### config.mk
export PLATFORM = sky130hd
export DESIGN_NAME = dn_loader_ctrl
export DESIGN_NICKNAME = d
export VERILOG_FILES = /design/src/rtl/dn_loader_ctrl.sv
export SDC_FILE = /design/constraint.sdc
export NUM_CORES = 1
export LEC_CHECK = 0
export BUFFER_PORTS_ARGS = -buffer_cell sky130_fd_sc_hd__buf_2
export CORE_UTILIZATION = 46
export DETAILED_ROUTE_END_ITERATION = 16
export MAX_ROUTING_LAYER = met4
export PLACE_DENSITY = 0.86
export SYNTH_ARGS = -nofsm -noshare
export SYNTH_HDL_FRONTEND = slang
export SYNTH_SLANG_ARGS = --single-unit
export TNS_END_PERCENT = 5
### constraint.sdc
create_clock -name clk_sys -period 1.98 [get_ports clk_sys]
set_input_delay 0.099 -clock clk_sys [delete_from_list [all_inputs] [get_ports clk_sys]]
set_output_delay 0.099 -clock clk_sys [all_outputs]
set_load 0.005 [all_outputs]
### src/rtl/dn_loader_ctrl.sv
// HPS ioctl download sequencer: steers BIOS/font bytes into the memory write
// port through a one-entry buffer and holds the system in reset around a load.
module dn_loader_ctrl #(
    parameter int ADDR_W      = 14,
    parameter int BIOS_SIZE   = 16384,
    parameter int FONT_SIZE   = 2048,
    parameter int HOLD_CYCLES = 16
) (
    input  logic              clk_sys,
    input  logic              reset,
    input  logic              ioctl_download,
    input  logic              ioctl_wr,
    input  logic [24:0]       ioctl_addr,
    input  logic [7:0]        ioctl_dout,
    input  logic [7:0]        ioctl_index,
    output logic              ioctl_wait,
    output logic              mem_valid,
    input  logic              mem_ready,
    output logic [1:0]        mem_sel,
    output logic [ADDR_W-1:0] mem_addr,
    output logic [7:0]        mem_data,
    output logic              sys_reset,
    output logic              dn_active,
    output logic              dn_error,
    output logic [24:0]       dn_count
);

    typedef enum logic [1:0] {IDLE, LOAD, DRAIN, HOLD} state_t;

    state_t     state, state_next;
    logic       idx;
    logic [7:0] hold_cnt;
    logic       start, complete, blocked, in_range, capture, drop;

    always_comb begin
        // NOTE: every always_comb output gets a default first so no path can infer a latch.
        start      = ioctl_download && (ioctl_index < 8'd2);
        complete   = mem_valid && mem_ready;
        blocked    = mem_valid && !mem_ready;
        in_range   = ioctl_addr < (idx ? 25'(FONT_SIZE) : 25'(BIOS_SIZE));
        capture    = 1'b0;
        drop       = 1'b0;
        state_next = state;

        // A strobe that cannot land (out of range, or buffer stalled) is dropped and flagged.
        if ((state == LOAD || state == DRAIN) && ioctl_wr) begin
            if (in_range && !blocked) capture = 1'b1;
            else                      drop    = 1'b1;
        end

        case (state)
            IDLE:    if (start) state_next = LOAD;
            LOAD:    if (!ioctl_download) state_next = DRAIN;
            DRAIN:   if (!mem_valid && !capture) state_next = HOLD;
            HOLD: begin
                if (start)               state_next = LOAD;
                else if (hold_cnt == '0) state_next = IDLE;
            end
            default: state_next = IDLE;
        endcase
    end

    // NOTE: sequential state uses non-blocking assignments so all registers update together.
    always_ff @(posedge clk_sys or posedge reset) begin
        if (reset) begin
            state     <= IDLE;
            sys_reset <= 1'b1;
        end else begin
            state     <= state_next;
            sys_reset <= (state_next != IDLE);
        end
    end

    always_ff @(posedge clk_sys or posedge reset) begin
        if (reset) begin
            idx       <= 1'b0;
            hold_cnt  <= '0;
            mem_valid <= 1'b0;
            mem_sel   <= '0;
            mem_addr  <= '0;
            mem_data  <= '0;
            dn_error  <= 1'b0;
            dn_count  <= '0;
        end else begin
            if (complete) begin
                mem_valid <= 1'b0;
                if (dn_count != '1) dn_count <= dn_count + 25'd1;
            end
            // Capture after completion so a back-to-back strobe keeps valid high.
            if (capture) begin
                mem_valid <= 1'b1;
                mem_addr  <= ioctl_addr[ADDR_W-1:0];
                mem_data  <= ioctl_dout;
                mem_sel   <= idx ? 2'b10 : 2'b01;
            end
            if (drop) dn_error <= 1'b1;

            if (state == DRAIN && state_next == HOLD)
                hold_cnt <= 8'(HOLD_CYCLES - 1);
            else if (state == HOLD && hold_cnt != '0)
                hold_cnt <= hold_cnt - 8'd1;

            if ((state == IDLE || state == HOLD) && start) begin
                idx      <= ioctl_index[0];
                dn_error <= 1'b0;
                dn_count <= '0;
            end
        end
    end

    assign ioctl_wait = mem_valid && !mem_ready;
    assign dn_active  = (state != IDLE);

endmodule

## Word-level counts from Yosys, hierarchy flattened

Cells that the tools add are included.
Widths: inputs -> output; s select.

| word-level totals | value |
|---|---|
| bits in registers | 63 |
| input bits | 46 |
| output and inout bits | 54 |
| logic and storage cells | 66 |

| operators by class | value |
|---|---|
| $add $sub $neg | 2 |
| magnitude comparators | 2 |
| eq/ne operators | 5 |
| muxes and demuxes | 21 |
| reduce and logical (&&, ||, !) cells | 26 |

Operators by type and width:

| kind | number |
|---|---|
| $mux 25 | 3 |
| $add 25x1->25 const B | 1 |
| $lt 25x15->1 | 1 |
| $ne 25x25->1 const B | 1 |
| $mux 8 | 2 |
| $mux 15 | 1 |
| $reduce_bool 2->1 | 7 |
| $mux 2 | 6 |
| $logic_and 1x1->1 | 9 |
| $logic_not 8->1 | 1 |
| $lt 8x2->1 const B | 1 |
| $mux 1 | 8 |
| $pmux 2 s4 | 1 |
| $reduce_bool 8->1 | 1 |
| $sub 8x1->8 const B | 1 |
| $eq 2x2->1 const B | 3 |
| $logic_not 1->1 | 4 |
| $eq 2x1->1 const B | 1 |
| $logic_not 2->1 | 1 |
| $logic_or 1x1->1 | 2 |
| $reduce_and 2->1 | 1 |

## Depth between registers and ports, before layout

Gate-level depths: netlist (run 1).

| depth | value |
|---|---|
| depth after elaboration | 13 |
| gate-level depth with buffers | 8 |
| depth with buffers taken out | 7 |

## Worst setup path after synthesis (run 1)

Ideal clock, no wire load.

| timing | value |
|---|---|
| kind | register -> register |
| from | register idx |
| to | register mem_addr[0] |
| library setup time | 0.125 ns |
| arrival time | 1.848 ns |
| data required time | 1.855 ns |
| path slack | 0.006 ns |
| stages on the path, launching flop included | 7 |
| path buffers | 1 |
| clock period less this slack | 1.974 ns |
| cell sequence | dfrtp_1 or4b_1 a211oi_2 nand2_2 nor2_8 buf_12 mux2_4 |

| between the ends | value |
|---|---|
| word-level cells in the longest chain between the ends | 5 |

Ends and longest elaborated chain:

| item | line | RTL |
|---|---|---|
| start, declared | 31 | `logic idx;` |
| start signal, assigned | 104 | `idx <= ioctl_index[0];` |
| $mux 15 | 40 | `in_range = ioctl_addr < (idx ? 25'(FONT_SIZE) : 25'(BIOS_SIZE));` |
| $lt 25x15->1 | 40 |  |
| $logic_and 1x1->1 | 47 | `if (in_range && !blocked) capture = 1'b1;` |
| $mux 1 | 47 |  |
| $mux 1 | 46 | `if ((state == LOAD \|\| state == DRAIN) && ioctl_wr) begin` |
| end signal, assigned | 92 | `mem_addr <= ioctl_addr[ADDR_W-1:0];` |
| end, declared | 20 | `output logic [ADDR_W-1:0] mem_addr,` |

Every way passes these cells.
A chain may end at the register's enable or synchronous reset.

## Worst setup path in the final report (run 1)

| timing | value |
|---|---|
| from | register idx |
| to | register mem_data[7] |

| between the ends | value |
|---|---|
| word-level cells in the longest chain between the ends | 5 |

Ends and longest elaborated chain:

| item | line | RTL |
|---|---|---|
| $mux 15 | 40 |  |
| $lt 25x15->1 | 40 |  |
| $logic_and 1x1->1 | 47 |  |
| $mux 1 | 47 |  |
| $mux 1 | 46 |  |
| end signal, assigned | 93 | `mem_data <= ioctl_dout;` |
| end, declared | 21 | `output logic [7:0] mem_data,` |

Every way passes these cells.

==> metrics.md, run 1 <==
| Metric | Value |
|---|---|
| Power per Cell Area | 713 nW/um^2 |
| Min-delay worst type | in -> reg |
| Slew HR | 64.3% |
| Die Y | 86.5 um |
| Critical path type | reg -> reg |
| FF-to-FF End | mem_data[7] |
| Startpoint of the worst hold path | ioctl_addr[13] |
| Pwr Total | about 3.3 mW |
| EDFF count, synth | 0 |
| RSZ-0062 raised after global routing | yes |
| Initial antenna violation count | 0 |
| CP required | 2200 ps |
| Leakage power | 2.33 nW |
| Gr busiest metal | met2 |
| Max VDD drop | 0.458 mV |
| Critical Path Start Type | flip-flop |
| CTS HTree Levels | 3 |
| Layout cells sized above 1 | 42.8% |
| Synth area leaders | dfrtp_1 47%, mux2_4 8.2%, xnor2_1 5.3%, nor2_1 3.8%, ha_1 3.4% |
| Register area share after synthesis | 48.0% |
| HPWL after DPL | 5860 um |
| First-pass GRT wire length | 13300 um |
| Hold path endpoint | mem_addr[13] |
| Vias in the first global route | 2902 |
| I/O Buffers | around 100 |
| Total GRT Usage | between 20% and 30% |
| Syn Std Cell Area | around 3300 um^2 |
| Synthesized net count | about 350 |
| Design area | 4640 um^2 |
| IO Count | 100 |
| Pre-antenna DRT Iters | 4 |
| Most frequent cells after synthesis | 62 x dfrtp_1, 33 x nor2_1, 20 x xnor2_1 |
| Worst Setup End Kind | flip-flop |
| Reg2reg path depth | 6 |
| GRT met1 Usage | between 20% and 30% |
| Worst R2R Start | idx |
| Achievable frequency | 0.508 GHz |
| Via count | 2919 |
| Status | finished clean |
| Ys Warns | 0 |
| Starting Density | 48.1% |
| Post-route ant nets | 0 |
| DR WL/cell | between 10 and 15 um |
| Yosys cell types | 49 |
| Drt drc | 0 |
| Cells after synthesis | 294 |
| CTS root buf | clkbuf_8 |
| Clock latency on the worst-skew pair | between 300 and 400 ps |
| Die Wd | 86.5 um |
| Met3 Use GR | 4.00% |
| Finish-stage setup viols | 0 |
| Global route overflow | 0 |
| Nets | 506 |
| Largest net degree at the start of global routing | 41 |
| # diodes | 0 |
| Largest area contributor in the netlist | dfrtp_1 |
| Asr flop ratio synth | 100% |
| Area after DPL | 4120 um^2 |
| Avg Cell Area, Syn | 11.2 um^2 |
| Hold_ws | between 20 and 25 ps |
| Vias/cell | 5.29 |
| Max Fanout on Critical Path | 19 |
| Clock sinks | 63 |
| Critical path data arrival time | 2190 ps |
| Synth top area share | 47.2% |
| Crit path time final | 1970 ps |
| CTS Buffer Depth | 2 |
| Final TNS setup | 0 ps |
| Setup Skew | 10.0 ps |
| Total Wirelength | 8230 um |
| Setup slack after layout | 9.59 ps |
| Hold Violations, Final | 0 |
| Core Area | 6830 um^2 |
| Clock-pin slew on the worst setup and hold paths | about 70 ps |
| Main synth FF type | dfrtp_1 |
| Hold Crit Depth | 2 |
| Most instantiated library cell after synthesis | dfrtp_1 |
| Area grow syn2layout | 41.3% |
| Rows | 30 |
| Met2 usage in global routing | 37.7% |
| Worst-Margin Slew | between 500 and 600 ps |
| Num CTS Buffers | 9 |
| Die ar. | about 7500 um^2 |
| Tcrit/Tclk final | 99.5% |
| DR iter-0 viols | 198 |
| Synth Register Bits | 63 |
| Max-cap violations | 0 |
| Final Wtd Congestion | between 0.9 and 1 |
| CTS tree | built |
| Fillcell total | 524 |
| Flop2flop setup slack | between 9 and 10 ps |
| Final Max Tran Viols | 0 |
| Placement Setup Slack | -36.0 ps |
==> cells in the final DEF (no fill, tap or decap), types with 2 or more instances in the layout <==
| cell type | netlist | routed |
|---|---|---|
| nor4b_1 | 3 | 3 |
| nand3_1 | 15 | 15 |
| nand2b_1 | 2 | 2 |
| xor2_1 | 6 | 6 |
| o21ai_0 | 4 | 4 |
| dlygate4sd3_1 | 0 | 21 |
| mux2_2 | 6 | 6 |
| a21oi_1 | 6 | 5 |
| or3_1 | 5 | 5 |
| buf_12 | 2 | 3 |
| and3_1 | 7 | 7 |
| buf_4 | 0 | 32 |
| dfrtp_1 | 62 | 61 |
| clkbuf_8 | 0 | 11 |
| or4_1 | 3 | 2 |
| and2_1 | 2 | 2 |
| inv_1 | 10 | 9 |
| and4_1 | 4 | 4 |
| nor4_1 | 4 | 3 |
| nor2_1 | 33 | 32 |
| mux2_4 | 18 | 18 |
| buf_2 | 3 | 99 |
| mux2i_1 | 2 | 2 |
| nor3_1 | 4 | 3 |
| a31oi_1 | 4 | 4 |
| nand4_1 | 8 | 8 |
| a31o_2 | 2 | 2 |
| xnor2_1 | 20 | 20 |
| bufinv_16 | 0 | 2 |
| nand2_1 | 14 | 14 |
| a211oi_1 | 12 | 12 |
| ha_1 | 9 | 7 |
==> what timing repair did <==
action,CTS,global route
buffers inserted,1,0
hold buffers,21,0
endpoints found under the setup margin,24,31
hold endpoints to repair,43,0
pin swaps,2,0
gates resized for setup,2,10
==> per-layer routing <==
layer,routed length [um],vias up
met2,4320,101
met5,0,-
met3,341,13
met1,3440,1426
li1,-,1379
met4,125,0
==> per-stage QoR <==
stage / cells / utilization (%)
detailed placement: 514 / 60.4
global route: 552 / 67.9
CTS: 552 / 67.1
global placement: 514 / 60.4
floorplan: 294 / -
finish: 552 / 67.9
==> how the worst max path moves through the flow <==
| stage | to | from |
|---|---|---|
| after floorplan | mem_addr[0] | idx |
| after global placement | mem_addr[6] | idx |
| after detailed placement | mem_data[7] | idx |
| after CTS | sys_reset | hold_cnt[2] |
| after global routing | mem_data[7] | idx |
| final | mem_data[7] | idx |
==> sequential cells by signal (all words and copies together), names as in the netlist <==
register	count
hold_cnt	8
idx	1
mem_data	8
mem_sel	2
dn_count	25
mem_addr	14
dn_error	1
sys_reset	1
mem_valid	1
state	2
==> critical path, cell delays in order, from the launching register on <==
cell and delay (ps):
dfrtp_1 370, or4b_4 480, a211oi_4 250, nand2_2 130, nor2_8 120, buf_12 190
mux2_4 320
==> kinds of logic after synthesis <==
| group | count (synthesis) | synth area share [%] |
|---|---|---|
| muxes | 26 | 10.9 |
| DFF | 63 | 48.0 |
| buffers and inverters | 19 | 3.31 |
| AOI/OAI and AO/OA | 36 | 8.11 |
| and+or+nand+nor | 115 | 19.3 |
| adders and majority gates | 9 | 3.43 |
| xor gates and xnor gates | 26 | 6.93 |
==> layout make-up <==
type                       count  area [um^2]  area share [%]
clock buffer                  12          155            3.34
clock inverter                 4         76.3            1.64
inverter                      10         37.5           0.809
multi-input combinational    212         1670            35.9
sequential                    63         1580            34.0
tap                           96          120            2.59
timing repair buffer         155         1010            21.7
==> power by group <==
| group | total, mW | switching, mW | internal, mW |
|---|---|---|---|
| Combinational | 0.634 | 0.319 | 0.315 |
| Sequential | 1.38 | 0.0361 | 1.35 |
| Clock | 1.29 | 0.511 | 0.783 |
Power figures use the tool's default switching activity.
==> inputs of run 2 (changes only) <==
==> constraint.sdc (replaced) <==
create_clock -name clk_sys -period 1.98 [get_ports clk_sys]
set_input_delay 0.594 -clock clk_sys [delete_from_list [all_inputs] [get_ports clk_sys]]
set_output_delay 0.594 -clock clk_sys [all_outputs]
set_load 0.005 [all_outputs]
==> metrics.md, run 2 (synthesis results as in run 1) <==
| Metric | Value |
|---|---|
| Status | finished with violations |
| Failing checks | negative setup slack |
| Vias/cell | 5.25 |
| Setup slack after layout | -54.2 ps |
| CP Cell Sequence | or4b_4 -> a211oi_4 -> nand2_2 -> nor2_8 -> buf_12 -> mux2_4 |
| Worst Setup End Kind | flip-flop |
| Fillcell total | ~580 |
| Clock latency on the worst-skew pair | 350 ps |
| Nets | 494 |
| Area grow syn2layout | 35.9% |
| Drt drc | 0 |
| Setup Skew | 10.4 ps |
| Placement Setup Slack | -437 ps |
| CP Buf/Inv Count | 1 |
| Die Wd | a little under 90 um |
| Critical Path Start Type | flip-flop |
| Rows | 30 |
| DR iter-0 viols | 78 |
| # diodes | 0 |
| CTS Buffer Depth | 2 |
| Crit path time final | 2030 ps |
| FF-to-FF End | mem_addr[4] |
| Design area | 4460 um^2 |
| Achievable frequency | ~0.5 GHz |
| HPWL after DPL | 5940 um |
| Vias in the first global route | 2834 |
| Largest net degree at the start of global routing | 45 |
| Layout cells sized above 1 | a little under half |
| Clock sinks | 63 |
| Clock-pin slew on the worst setup and hold paths | 70 ps |
| Hold Violations, Final | 0 |
| Final TNS setup | -753 ps |
| Tcrit/Tclk final | 103% |
| Max VDD drop | 0.590 mV |
| Die ar. | 7480 um^2 |
| Critical path data arrival time | 2260 ps |
| Final Wtd Congestion | 0.909 |
| Max-cap violations | 0 |
| Hold_ws | ~300 ps |
| Leakage power | 2.29 nW |
| RSZ-0062 raised after global routing | yes |
| Starting Density | 48.1% |
| Finish-stage setup viols | 24 |
| CP required | roughly 2200 ps |
| Critical path startpoint | idx |
| Core Area | slightly below 7000 um^2 |
| Multi-input gate area | 1650 um^2 |
| Register Area | 1580 um^2 |
| Global route overflow | 0 |
| Flop2flop setup slack | -50 ps |
| Reg2reg path depth | 6 |
| Final Max Tran Viols | 0 |
| Family with the most delay on the worst path | simple AND/OR/NAND/NOR gates |
| Total GRT Usage | 22.8% |
| DR WL/cell | 15.0 um |
| Critical Path Stages | 6 |
| Via count | 2833 |
| Critical path type | reg -> reg |
| Total Wirelength | about 8100 um |
| CTS tree | built |
| Met3 Use GR | 2.95% |
| Worst-Margin Slew | 529 ps |
| Power per Cell Area | 721 nW/um^2 |
| Num CTS Buffers | 9 |
| Post-route ant nets | 0 |
| GRT met1 Usage | a little over a quarter |
| Largest registers | dn_count (25), mem_addr (14) |
| CTS root buf | clkbuf_8 |
| Die Y | 86.5 um |
| Most frequent cells in the layout | 97 x buf_2, 62 x dfrtp_1, 42 x buf_4 |
| Area after DPL | 4180 um^2 |
| Gr busiest metal | met2 |
| First-pass GRT wire length | 12900 um |
| IO Count | 100 |
| Pre-antenna DRT Iters | 4 |
| Initial antenna violation count | 0 |
| I/O Buffers | 99 |
| CTS HTree Levels | 3 |
| Commonest non-fill, non-tap cell in the layout | buf_2 |
| Slew HR | 64.4% |
| Max Fanout on Critical Path | 18 |
| Met2 usage in global routing | 39.2% |
| Slowest stage cell on the critical path | or4b_4 |
| Min-delay worst type | in -> async |
| Largest stage delay, worst path | approximately 500 ps |
| Worst R2R Start | idx |
| Largest register by flop count | dn_count |
| Post-layout util | 65.3% |
| Max reg flops | 25 |
## run 2: changes by cell type in the layout (fill, tap and decap cells not counted), sizes merged
cell	before	now
buf	134	143
clkbuf	12	10
clkinv	0	2
clkinvlp	1	2
dlygate4sd3	21	0
inv	11	10
## run 2: layout make-up
class                      instances  share of cell area [%]
clock buffer                      10                    2.86
clock inverter                     6                    1.91
inverter                          10                   0.841
multi-input combinational        212                    37.0
sequential                        63                    35.3
tap                               96                    2.69
timing repair buffer             143                    19.3
## run 2: tightest hold or removal path: cells and delay by family
family	cells	cell delay, ps
buffers and inverters	3	410
## run 2: how the worst max path moves through the flow
stage             endpoint  slack [ps]
2_1_floorplan  mem_addr[0]        -240
3_3_place_gp   mem_data[6]        -380
3_5_place_dp   mem_addr[4]        -440
4_1_cts        mem_addr[4]         -40
5_1_grt        mem_addr[4]        -110
6_report       mem_addr[4]         -50
## run 2: report_power, final
| part | internal (mW) | switching (mW) | leakage [nW] |
|---|---|---|---|
| clock | 0.704 | 0.503 | 0.102 |
| combinational | 0.309 | 0.320 | 1.35 |
| sequential | 1.34 | 0.0393 | 0.838 |
| total | 2.36 | 0.862 | 2.29 |
## run 2: what timing repair did
action | 4_1_cts | 5_1_grt
resized for setup | 6 | 7
hold buffers | 0 | 0
cloned | 0 | 0
setup endpoints to repair | 24 | 37
endpoints found under the hold margin | 0 | 0
buffers inserted | 0 | 2
pin swaps | 1 | 0
## run 2: through the flow
step / total power [mW] / cells
floorplan: 1.72 / 294
global placement: 1.97 / 522
detailed placement: 1.99 / 522
CTS: 3.20 / 538
global route: 3.36 / 540
finish: 3.22 / 540
## run 2: metal layers
metal | share of wire [%] | wire [um]
met5 | 0 | 0
met4 | 1.5 | 119
met3 | 4.1 | 329
met2 | 53 | 4270
met1 | 42 | 3400
